<file path="config.mk">
export PLATFORM = sky130hd
export DESIGN_NAME = lottery_checker_param
export DESIGN_NICKNAME = d
export VERILOG_FILES = /design/src/rtl/lottery_checker_param.sv
export SDC_FILE = /design/constraint.sdc
export NUM_CORES = 1
export LEC_CHECK = 0
export ABC_AREA = 0
export CORE_UTILIZATION = 53
export DETAILED_ROUTE_END_ITERATION = 6
export HOLD_SLACK_MARGIN = 0.02
export PLACE_DENSITY = 0.84
export SKIP_CTS_REPAIR_TIMING = 1
export SLEW_MARGIN = 10
export SYNTH_ARGS = -nofsm -noshare
export SYNTH_HDL_FRONTEND = slang
export SYNTH_SLANG_ARGS = --single-unit
</file>
<file path="constraint.sdc">
create_clock -name clk -period 6.7 [get_ports clk]
set_input_delay 0.67 -clock clk [delete_from_list [all_inputs] [get_ports clk]]
set_output_delay 0.67 -clock clk [all_outputs]
set_load 0.01 [all_outputs]
</file>
<file path="src/rtl/lottery_checker_param.sv">
// lottery_checker_param
//   Lottery-ticket checker. Collects NUM_DIGITS decimal digits, one per rising
//   edge of insert. Once the ticket is full and finish is seen, it compares the
//   ticket position by position against a loadable secret and grades the match
//   count into a prize tier. The result is held until new_game.
//
// Ports
//   clk, reset   : clock (rising edge) and synchronous active-high reset
//   num          : digit to insert (values > 9 are rejected)
//   insert       : level input; each rising edge inserts num
//   finish       : level input; requests evaluation once the ticket is full
//   new_game     : level input; leaves RESULT and starts a new ticket
//   load_secret  : loads secret_in, only in ENTRY with no digits entered yet
//   secret_in    : new secret, digit k at [k*DIGIT_W +: DIGIT_W]
//   digits       : digits entered so far, unentered positions read 0
//   digit_count  : number of digits entered
//   match_count  : matching positions (valid while done)
//   prize        : 0 none, 1 prize1, 2 prize2, 3 jackpot (valid while done)
//   win          : prize != 0 (valid while done)
//   done         : high while a result is held
//   bad_digit    : one-cycle pulse after an insert edge with num > 9
//   games_played : completed evaluations, saturates at all-ones

// Per-position digit comparator, one instance per ticket position.
module lottery_digit_cmp #(
  parameter int DIGIT_W = 4
) (
  input  logic [DIGIT_W-1:0] a,
  input  logic [DIGIT_W-1:0] b,
  output logic               eq
);
  assign eq = (a == b);
endmodule

module lottery_checker_param #(
  parameter int                                NUM_DIGITS  = 5,
  parameter int                                DIGIT_W     = 4,
  parameter int                                PRIZE1_MIN  = 4,
  parameter int                                PRIZE2_MIN  = 3,
  parameter logic [NUM_DIGITS*DIGIT_W-1:0]     SECRET_INIT = 20'h76905,
  parameter int                                CNT_W       = 8
) (
  input  logic                                 clk,
  input  logic                                 reset,
  input  logic [DIGIT_W-1:0]                   num,
  input  logic                                 insert,
  input  logic                                 finish,
  input  logic                                 new_game,
  input  logic                                 load_secret,
  input  logic [NUM_DIGITS*DIGIT_W-1:0]        secret_in,
  output logic [NUM_DIGITS*DIGIT_W-1:0]        digits,
  output logic [$clog2(NUM_DIGITS+1)-1:0]      digit_count,
  output logic [$clog2(NUM_DIGITS+1)-1:0]      match_count,
  output logic [1:0]                           prize,
  output logic                                 win,
  output logic                                 done,
  output logic                                 bad_digit,
  output logic [CNT_W-1:0]                     games_played
);

  localparam int CW = $clog2(NUM_DIGITS+1);

  typedef enum logic [1:0] {ENTRY, READY, CHECK, RESULT} state_t;

  state_t                                  state;
  logic                                    insert_q;
  logic [NUM_DIGITS-1:0][DIGIT_W-1:0]      dig_q;
  logic [NUM_DIGITS-1:0][DIGIT_W-1:0]      secret_q;
  logic [NUM_DIGITS-1:0]                   eq;
  logic [CW-1:0]                           match_c;
  logic [1:0]                              prize_c;
  logic                                    ins_edge;

  assign ins_edge = insert & ~insert_q;
  assign digits   = dig_q;

  // One comparator per ticket position.
  for (genvar k = 0; k < NUM_DIGITS; k++) begin : g_cmp
    lottery_digit_cmp #(.DIGIT_W(DIGIT_W)) u_cmp (
      .a  (dig_q[k]),
      .b  (secret_q[k]),
      .eq (eq[k])
    );
  end

  // Popcount of matching positions and prize grading. These are only
  // consumed in CHECK, when the ticket is complete and stable.
  always_comb begin
    match_c = '0;
    for (int k = 0; k < NUM_DIGITS; k++)
      match_c = match_c + CW'(eq[k]);
    prize_c = 2'd0;
    if (match_c == CW'(NUM_DIGITS))       prize_c = 2'd3;
    else if (match_c >= CW'(PRIZE1_MIN))  prize_c = 2'd1;
    else if (match_c >= CW'(PRIZE2_MIN))  prize_c = 2'd2;
  end

  always_ff @(posedge clk) begin
    if (reset) begin
      state        <= ENTRY;
      insert_q     <= 1'b0;
      dig_q        <= '0;
      secret_q     <= SECRET_INIT;
      digit_count  <= '0;
      match_count  <= '0;
      prize        <= 2'd0;
      win          <= 1'b0;
      done         <= 1'b0;
      bad_digit    <= 1'b0;
      games_played <= '0;
    end else begin
      // Edge detector runs in every state, so a level held across new_game
      // cannot produce an insert in the next ticket.
      insert_q  <= insert;
      bad_digit <= 1'b0;
      unique case (state)
        ENTRY: begin
          if (load_secret && digit_count == '0)
            secret_q <= secret_in;
          if (ins_edge) begin
            if (num > DIGIT_W'(9)) begin
              bad_digit <= 1'b1;
            end else begin
              for (int k = 0; k < NUM_DIGITS; k++)
                if (CW'(k) == digit_count) dig_q[k] <= num;
              digit_count <= digit_count + CW'(1);
              if (digit_count == CW'(NUM_DIGITS-1)) state <= READY;
            end
          end
        end
        READY: begin
          if (finish) state <= CHECK;
        end
        CHECK: begin
          match_count <= match_c;
          prize       <= prize_c;
          win         <= |prize_c;
          done        <= 1'b1;
          if (games_played != {CNT_W{1'b1}})
            games_played <= games_played + CNT_W'(1);
          state <= RESULT;
        end
        RESULT: begin
          // finish is ignored here, so new_game wins when both are high.
          if (new_game) begin
            dig_q       <= '0;
            digit_count <= '0;
            match_count <= '0;
            prize       <= 2'd0;
            win         <= 1'b0;
            done        <= 1'b0;
            state       <= ENTRY;
          end
        end
        default: state <= ENTRY;
      endcase
    end
  end

endmodule

</file>
; Yosys cells after proc, flatten, opt, wreduce, memory -nomap -nowiden
; Cells that the tools add are included.
[totals]
regBits = 62
input_bits = 30
mem_bits_ro = 0
mem_bits_rw = 0
latch_bits = 0
word_cells = 102
memories = 0
[op_classes]
order_cmp = 3
reduce_logical = 17
div = 0
n_mul = 0
n_shift = 0
muxes = 28
n_eq_ne = 25
n_addsub = 6
n_bitwise = 4
[op_table]
columns = cell, count
row1 = 20-bit two-way mux, 3
row2 = 20-bit case mux with 2 select lines, 1
row3 = 5-bit AND reduction, 6
row4 = 4-bit equality test, 5
row5 = 4-bit two-way mux, 5
row6 = "2-bit inequality test, second input constant", 10
row7 = 2-bit two-way mux, 8
row8 = 3-bit case mux with 2 select lines, 2
row9 = 3-bit two-way mux, 3
row10 = "8-bit by 1-bit adder with 8-bit output, second input constant", 1
row11 = "8-bit inequality test, second input constant", 1
row12 = 2-bit case mux with 4 select lines, 1
row13 = 3-bit by 1-bit adder with 3-bit output, 2
row14 = "2-bit by 3-bit equality test with 1-bit output, first input constant", 2
row15 = "3-bit equality test, second input constant", 2
row16 = 2-bit AND reduction, 3
row17 = "2-bit equality test, second input constant", 2
row18 = "4-bit > comparator, second input constant", 1
row19 = 1-bit case mux with 2 select lines, 2
row20 = 2-bit case mux with 2 select lines, 1
row21 = 4-bit AND reduction, 1
row22 = 2-bit nonzero test, 2
row23 = 2-bit by 1-bit adder with 3-bit output, 1
row24 = "3-bit by 1-bit adder with 3-bit output, second input constant", 1
row25 = other kinds (14), 17

; Longest topological paths before layout
; Gate-level depths: netlist (run 1).
[logic_depth]
depth_word = 11
depth_mapped = 10
depth_no_buf = 10

; Cells and area by module
; A second synthesis (run 1) with hierarchy kept.
[unflattened]
hier_cells = 322
hier_area_um2 = 2940.3
[modules_own_cells]
columns = module, instances, area_each_um2, seq_area_each_um2, cells_each
row1 = lottery_checker_param, 1, 2702.6, 1241.2, 297
row2 = lottery_digit_cmp, 5, 47.5, 0.0, 5

; Worst setup path before layout (run 1)
; No wires, ideal clock.
[synth_path]
kind = register to register
from = register dig_q, in the netlist digits[3]
to = register prize[1]
t_required_ns = 6.568
n_path_buf = 0
period_less_slack_ns = 2.428
setup_slack_ns = 4.272
stages_incl_launch_ff = 11
arrival_time_ns = 2.296
cell_sequence = dfxtp_1 -> xnor2_1 -> nand4_1 -> fa_1 -> fa_1 -> inv_1 -> ha_1 -> nor2b_1 -> o21bai_1 -> a21o_1 -> a21oi_1
[synth_via]
elab_chain_len = 10
word_cells_on_any_way = 12
[synth_lines]
columns = item, line_no
row1 = "start, declared", 67  ; logic [NUM_DIGITS-1:0][DIGIT_W-1:0] dig_q;
row2 = "start signal, assigned by index", 125  ; if (CW'(k) == digit_count) dig_q[k] <= num;
row3 = 4-bit equality test *, 32  ; assign eq = (a == b);
row4 = 1-bit by 1-bit adder with 2-bit output *, 91  ; match_c = match_c + CW'(eq[k]);
row5 = 2-bit by 1-bit adder with 3-bit output *, 91
row6 = 3-bit by 1-bit adder with 3-bit output * (2 in a row), 91
row7 = 3-bit by 2-bit greater-or-equal comparator with 1-bit output, 95  ; else if (match_c >= CW'(PRIZE2_MIN)) prize_c = 2'd2;
row8 = 2-bit two-way mux, 95
row9 = 2-bit two-way mux, 94  ; else if (match_c >= CW'(PRIZE1_MIN)) prize_c = 2'd1;
row10 = 2-bit two-way mux *, 93  ; if (match_c == CW'(NUM_DIGITS)) prize_c = 2'd3;
row11 = 2-bit case mux with 2 select lines *, 116  ; unique case (state)
row12 = "end signal, assigned", 136  ; prize <= prize_c;
row13 = "end, declared", 54  ; output logic [1:0] prize,
; Mark *: on every way between the ends. The rest lies on a longest branch, timed or not.
; A chain may end at the register's enable or synchronous reset.

; Worst setup path after layout (run 1)
[layout_path]
from = register dig_q, in the netlist digits[2]
to = register prize[1]
; Same word-level chain as after synthesis.

==> impl_metrics.ini, run 1 <==
[logic_synthesis]
synth_top_cell_area_share_pct = 41.8
synth-edff-count = 0
syn_nets = 365
synth_most_common_cell = dfxtp_1
ys_top_cells_by_count = 61 x dfxtp_1, 49 x nand2_1, 22 x mux2i_1, 22 x nand2b_1, 22 x xnor2_1
async_flop_share_pct = 0
yosysWarnings = 0
ys_types = 38
ys_top_cells_by_area = dfxtp_1 42%, mux2i_1 7.5%, xnor2_1 6.6%
syn_inst = 321
yosys.area.top_type = dfxtp_1
ys.flop_type = dfxtp_1
yosysSeqAreaShare_pct = 41.8
syn_area_per_cell_sq_um = 9.10
ys_seq_elements = 61
syn_area_sq_mm = 0.00292

[route]
drc_errors = 0
dr.first_iter.drc_count = 154
wire_per_inst_um = 14.3
drtPass1Iterations = 5
route.vias.total = 2442
ant_nets = 0
viasPerCell = 5.31
finalWirelength_um = 6570

[clock_tree]
cts_tree = done
cts.sinks = 61
ctsHtreeMaxLevel = 3
clkTransAtPathRegs_ns = 0.07
clockBufferDepth = 2
cts_root_buf = clkbuf_8
cts-buffers-inserted = 9
clock_latency_ns = 0.34

[worst_hold_path]
hp-start = win
min_path_cells = 2
min_path_type = flip-flop to flip-flop
min_to = win

[floorplan]
die_height_um = 76.2
core-area_sq_mm = 0.00520
start_util_pct = 56.1
dieArea_sq_mm = 0.00581
ioPinCount = 69
row_count = 26
die_w_um = 76.2

[global_routing]
grt_pass1_wl_um = 11200
antenna_found_initial = 0
grt_usage_pct = 24.6
grt_start_max_net_pins = 64
grt_pass1_vias = 2411
grt_overflow_total = 0

[finish]
fillers = 412
fin_util_pct = 74.3
drive_gt1_share_pct = 7.18
num-nets-final = 430
syn_to_final_growth_pct = 32.4
diodes = 0

[sta]
fmax_ghz = 0.391
timing.setup.tns_ns = 0
finalSetupViolCount = 0
timing.hold.ws_ns = 0.465
slew_headroom_pct = 40.1
timing.final.crit_share_pct = 38.1
worst_slew_pin_slew_ns = 0.897
final_hold_viol_count = 0
finalMaxSlewViolations = 0
fin_ws_ns = 4.14
finClkSkew_ns = 0.00586
rsz0062_at_grt = false
period_minus_slack_ns = 2.56

[worst_setup_path]
crit_arrival_ns = 2.76
cp.required_ns = 6.91
crit_path_cell_trace = xnor2_1, nand4_1, fa_1, fa_1, inv_1, ha_1, nor2b_1, o21bai_1, a21o_1, a21oi_1
cpLargestDelayFamily = adder cells
crit_fanout = 3
r2r_start = digits[2]
start_kind = flip-flop
r2r-end = prize[1]
reg2reg_depth = 10
critical_path_class = flip-flop to flip-flop
regToRegSetupSlack_ns = 4.14
cpPeakStageDelay_ns = 0.53
cp.buffers_inverters = 1
cpMostUsedCell = fa_1
path_depth = 10
endpoint_kind = flip-flop
cp_slowest_cell = fa_1

[power]
switching_share_pct = 23.2
p_comb_share_pct = 11.5
peakVddDrop_uv = 118
leakage_uw = 0.00157
p_seq_share_pct = 44.7
p_switching_uw = 202
p_clk_share_pct = 43.8
p_int_uw = 666
pwr_density_cell_mw_per_mm2 = 224

[placed_design]
port_buffers = 68
dp_hpwl_um = 4570
pre_cts_slack_ns = 4.14
routabilityCongestion = 0.761

[run_status]
status = finished, final reports clean

[run]
maxCapViolations = 0
cell usage in the layout, fill, tap and decap left out, types with 2 or more instances in the layout:
cell type        synthesis  final
mux2_2                   2      2
o21bai_1                 2      2
nand2_1                 49     49
xnor2_1                 22     22
a31oi_1                  2      2
a21oi_1                 20     20
nand2b_1                22     22
or3b_2                   4      4
nor3_1                   4      4
mux2i_1                 22     22
and3_1                   4      4
inv_1                   14     14
a22oi_1                  2      2
bufinv_16                0      2
nand4_1                  9      9
a22o_1                   2      2
fa_1                     2      2
nor2_1                  12     12
dfxtp_1                 61     61
o21ai_0                  2      2
a211oi_1                 3      3
nor2b_1                  7      7
clkdlybuf4s50_1          0     68
clkbuf_8                 0     12
o21ai_2                  4      4
nand3b_1                10     10
nand3_1                  4      4
ha_1                    12     12
state kept, by name, summed over array words and instances (netlist names):
name          count
done              1
bad_digit         1
secret_q         20
insert_q          1
state             2
digits           20
win               1
match_count       2
games_played      8
digit_count       3
prize             2
final cells by class:
type	instances	area (sq um)	area share (%)
multi-input combinational	231	1580	41.0
sequential	61	1220	31.6
timing repair buffer	69	688	17.8
inverter	14	52.6	1.36
clock inverter	3	67.6	1.75
tap	70	87.6	2.27
clock buffer	12	165	4.27
power groups by stage:
| stage | registers, uW | logic [uW] | clock network [uW] |
|---|---|---|---|
| floorplan | 395 | 60.4 | 0 |
| global placement | 394 | 98.1 | 0 |
| detailed placement | 396 | 99.6 | 0 |
| CTS | 388 | 101 | 385 |
| global route | 389 | 111 | 401 |
| finish | 388 | 100 | 380 |
cell families after synthesis:
logic type | share of synthesized area [%]
and+or+nand+nor | 22.3
DFF | 41.8
AOI/OAI and AO/OA | 10.5
buffers and inverters | 3.94
muxes | 8.31
xor gates and xnor gates | 6.60
adders and majority gates | 6.51
through the flow:
step	cell area, sq um	power [uW]	std cells
final	3870	868	460
after global routing	3870	901	460
after CTS	3870	873	460
after detailed placement	3630	495	445
after global placement	3630	493	445
after floorplan	2920	455	321
worst max-delay path by stage:
stage	endpoint	slack (ns)	startpoint
after floorplan	prize[1]	4.27	digits[3]
after global placement	prize[1]	4.22	digits[2]
after detailed placement	prize[1]	4.14	digits[0]
after CTS	win	4.14	digits[2]
after global routing	win	3.91	digits[2]
final	prize[1]	4.14	digits[2]
layer usage:
metal	wire length (um)	global-route usage (%)	share of wire, %	vias up
met5	0	0	0	-
met3	360	4.91	5.5	13
li1	-	-	-	1214
met2	3070	41.1	47	77
met1	2960	28.8	45	1138
met4	178	15.6	2.7	0
tightest hold or removal path, delay by kind of cell, from the launching register on:
| kind | cells | cell delay, ns |
|---|---|---|
| flops | 1 | 0.32 |
| compound gates | 1 | 0.05 |
| simple gates | 1 | 0.05 |
Note: power is estimated with default switching activity, not from simulation.
==> run 2, diff against run 1 <==
- CORE_UTILIZATION: 53 -> 45
- PLACE_DENSITY: 0.84 -> 0.76
- clock period: 6.7 -> 2.3 ns (I/O delays scaled with it)
==> run 2 against run 1 <==
Against the previous run:
- the flow now finishes with violations (negative setup slack)
- first-iteration DRC count decreased by 51%
- routed wire length rose by 10%
- sequential power increased to 2.9 times the previous value
- global-route usage shrank 1.2 points
- sequential share of layout area down 1.1 points
- final cell count rose by 5.2%
- register-to-register slack got worse by 4.2 ns
- critical path depth unchanged
- non-clock buffer count is 18 higher
- sequential cell count did not move
- critical endpoint unchanged
- largest power group unchanged
- highest routed layer unchanged
==> impl_metrics.ini, run 2 (same netlist as run 1, synthesis figures left out) <==
[run_status]
status = complete, but fails checks
violations = negative setup slack

[placed_design]
pre_cts_slack_ns = -0.118
routabilityCongestion = 0.776
port_buffers = 68
dp_hpwl_um = 5220
placed_area_sq_mm = 0.00379

[sta]
finClkSkew_ns = 0.00938
fmax_ghz = 0.431
finalSetupViolCount = 2
slew_headroom_pct = 70.9
timing.final.crit_share_pct = 101
fin_ws_ns = -0.0221
finalMaxSlewViolations = 0
rsz0062_at_grt = true
worst_slew_pin_slew_ns = 0.436
final_hold_viol_count = 0
period_minus_slack_ns = 2.32

[finish]
fillers = 517
register_area_sq_mm = 0.00124
final_cell_mix = 68 x clkdlybuf4s50_1, 49 x nand2_1, 47 x dfxtp_1, 22 x mux2i_1, 22 x nand2b_1
num-nets-final = 448
fin_util_pct = 66.6
fin_area_sq_mm = 0.00406
drive_gt1_share_pct = 16.9
multi_input_area_sq_mm = 0.00163
final_common_cell = clkdlybuf4s50_1
diodes = 0
syn_to_final_growth_pct = 39.1

[floorplan]
row_count = 28
die_height_um = 82.6
die_w_um = 82.6
ioPinCount = 69
dieArea_sq_mm = 0.00682
core-area_sq_mm = 0.00610
start_util_pct = 47.9

[global_routing]
grt_usage_pct = 23.4
grt_pass1_vias = 2481
antenna_found_initial = 0
grt_overflow_total = 0
grt_pass1_wl_um = 11700
grt_start_max_net_pins = 33

[worst_setup_path]
cp.required_ns = 2.53
r2r_start = digits[13]
crit_path_cell_trace = xnor2_2, nand4_1, fa_1, fa_2, inv_2, ha_4, nor2b_4, o21bai_1, a21o_1, a21oi_1
critical_path_class = flip-flop to flip-flop
timing.critical_path.from = digits[13]
cp_slowest_cell = fa_1
cpPeakStageDelay_ns = 0.51
crit_fanout = 3
crit_arrival_ns = 2.55
endpoint_kind = flip-flop
start_kind = flip-flop

[route]
drc_errors = 0
dr.first_iter.drc_count = 76
wire_per_inst_um = 14.9
ant_nets = 0
drtPass1Iterations = 4
route.vias.total = 2499
finalWirelength_um = 7230
viasPerCell = 5.16

[power]
leakage_uw = 0.00166
p_comb_share_pct = 13.1
p_total_uw = 2510
pwr_density_cell_mw_per_mm2 = 618
peakVddDrop_uv = 463
p_int_uw = 1880
p_seq_share_pct = 44.9
switching_share_pct = 25.0
p_clk_share_pct = 42.0
p_switching_uw = 628

[clock_tree]
cts_root_buf = clkbuf_8
cts_tree = done
clock_latency_ns = 0.34
clkTransAtPathRegs_ns = 0.07
cts-buffers-inserted = 9
cts.sinks = 61
ctsHtreeMaxLevel = 3
clockBufferDepth = 2

[worst_hold_path]
min_path_type = input pin to flip-flop
hp-start = secret_in[1]

[run]
maxCapViolations = 0
[run 2: stage by stage]
stage | setup TNS, ns | hold WS (ns) | std cells
2_1_floorplan | 0 | 0.354 | 321
5_1_grt | -0.303 | 0.435 | 484
3_3_place_gp | -0.0391 | 0.451 | 468
4_1_cts | -0.326 | 0.422 | 484
6_report | -0.0401 | 0.434 | 484
3_5_place_dp | -0.187 | 0.456 | 468
[run 2: power groups by stage]
stage / sequential (uW) / clock, uW / combinational [uW]
after global placement: 1150 / 0 / 309
final: 1130 / 1050 / 329
after CTS: 1130 / 1080 / 318
after floorplan: 1150 / 0 / 176
after detailed placement: 1150 / 0 / 315
after global routing: 1130 / 1130 / 364
[run 2: routing by layer]
layer | share of wire (%) | wire length (um) | global-route usage (%) | vias up
met5 | 0 | 0 | 0 | -
met4 | 1.5 | 108 | 7.41 | 0
met3 | 4.9 | 355 | 7.47 | 10
met2 | 49 | 3540 | 40.0 | 67
met1 | 45 | 3230 | 27.8 | 1171
li1 | - | - | - | 1251
[run 2: worst max-delay path: cells and delay by family, from the launching register on]
| family | cells | cell delay (ns) |
|---|---|---|
| and+or+nand+nor | 2 | 0.27 |
| buffers and inverters | 1 | 0.08 |
| AOI/OAI and AO/OA | 3 | 0.29 |
| DFF | 1 | 0.34 |
| adders and majority gates | 3 | 1.06 |
| xor gates and xnor gates | 1 | 0.17 |
[run 2: worst paths after layout]
kind / end / slack, ns / cells past startpoint
hold / removal: secret_q[1] / 0.43 / 3
hold reg to reg: prize[1] / 0.47 / 2
setup / recovery: prize[1] / -0.02 / 10
setup reg to reg: prize[1] / -0.02 / 10
[run 2: layout make-up]
| class | count | share of cell area, % |
|---|---|---|
| multi-input cells | 231 | 40.2 |
| flip-flops and latches | 61 | 30.5 |
| repair buffers | 87 | 20.3 |
| clock buffers | 9 | 3.05 |
| clock inverters | 7 | 2.40 |
| well taps | 75 | 2.31 |
| inverters | 14 | 1.29 |
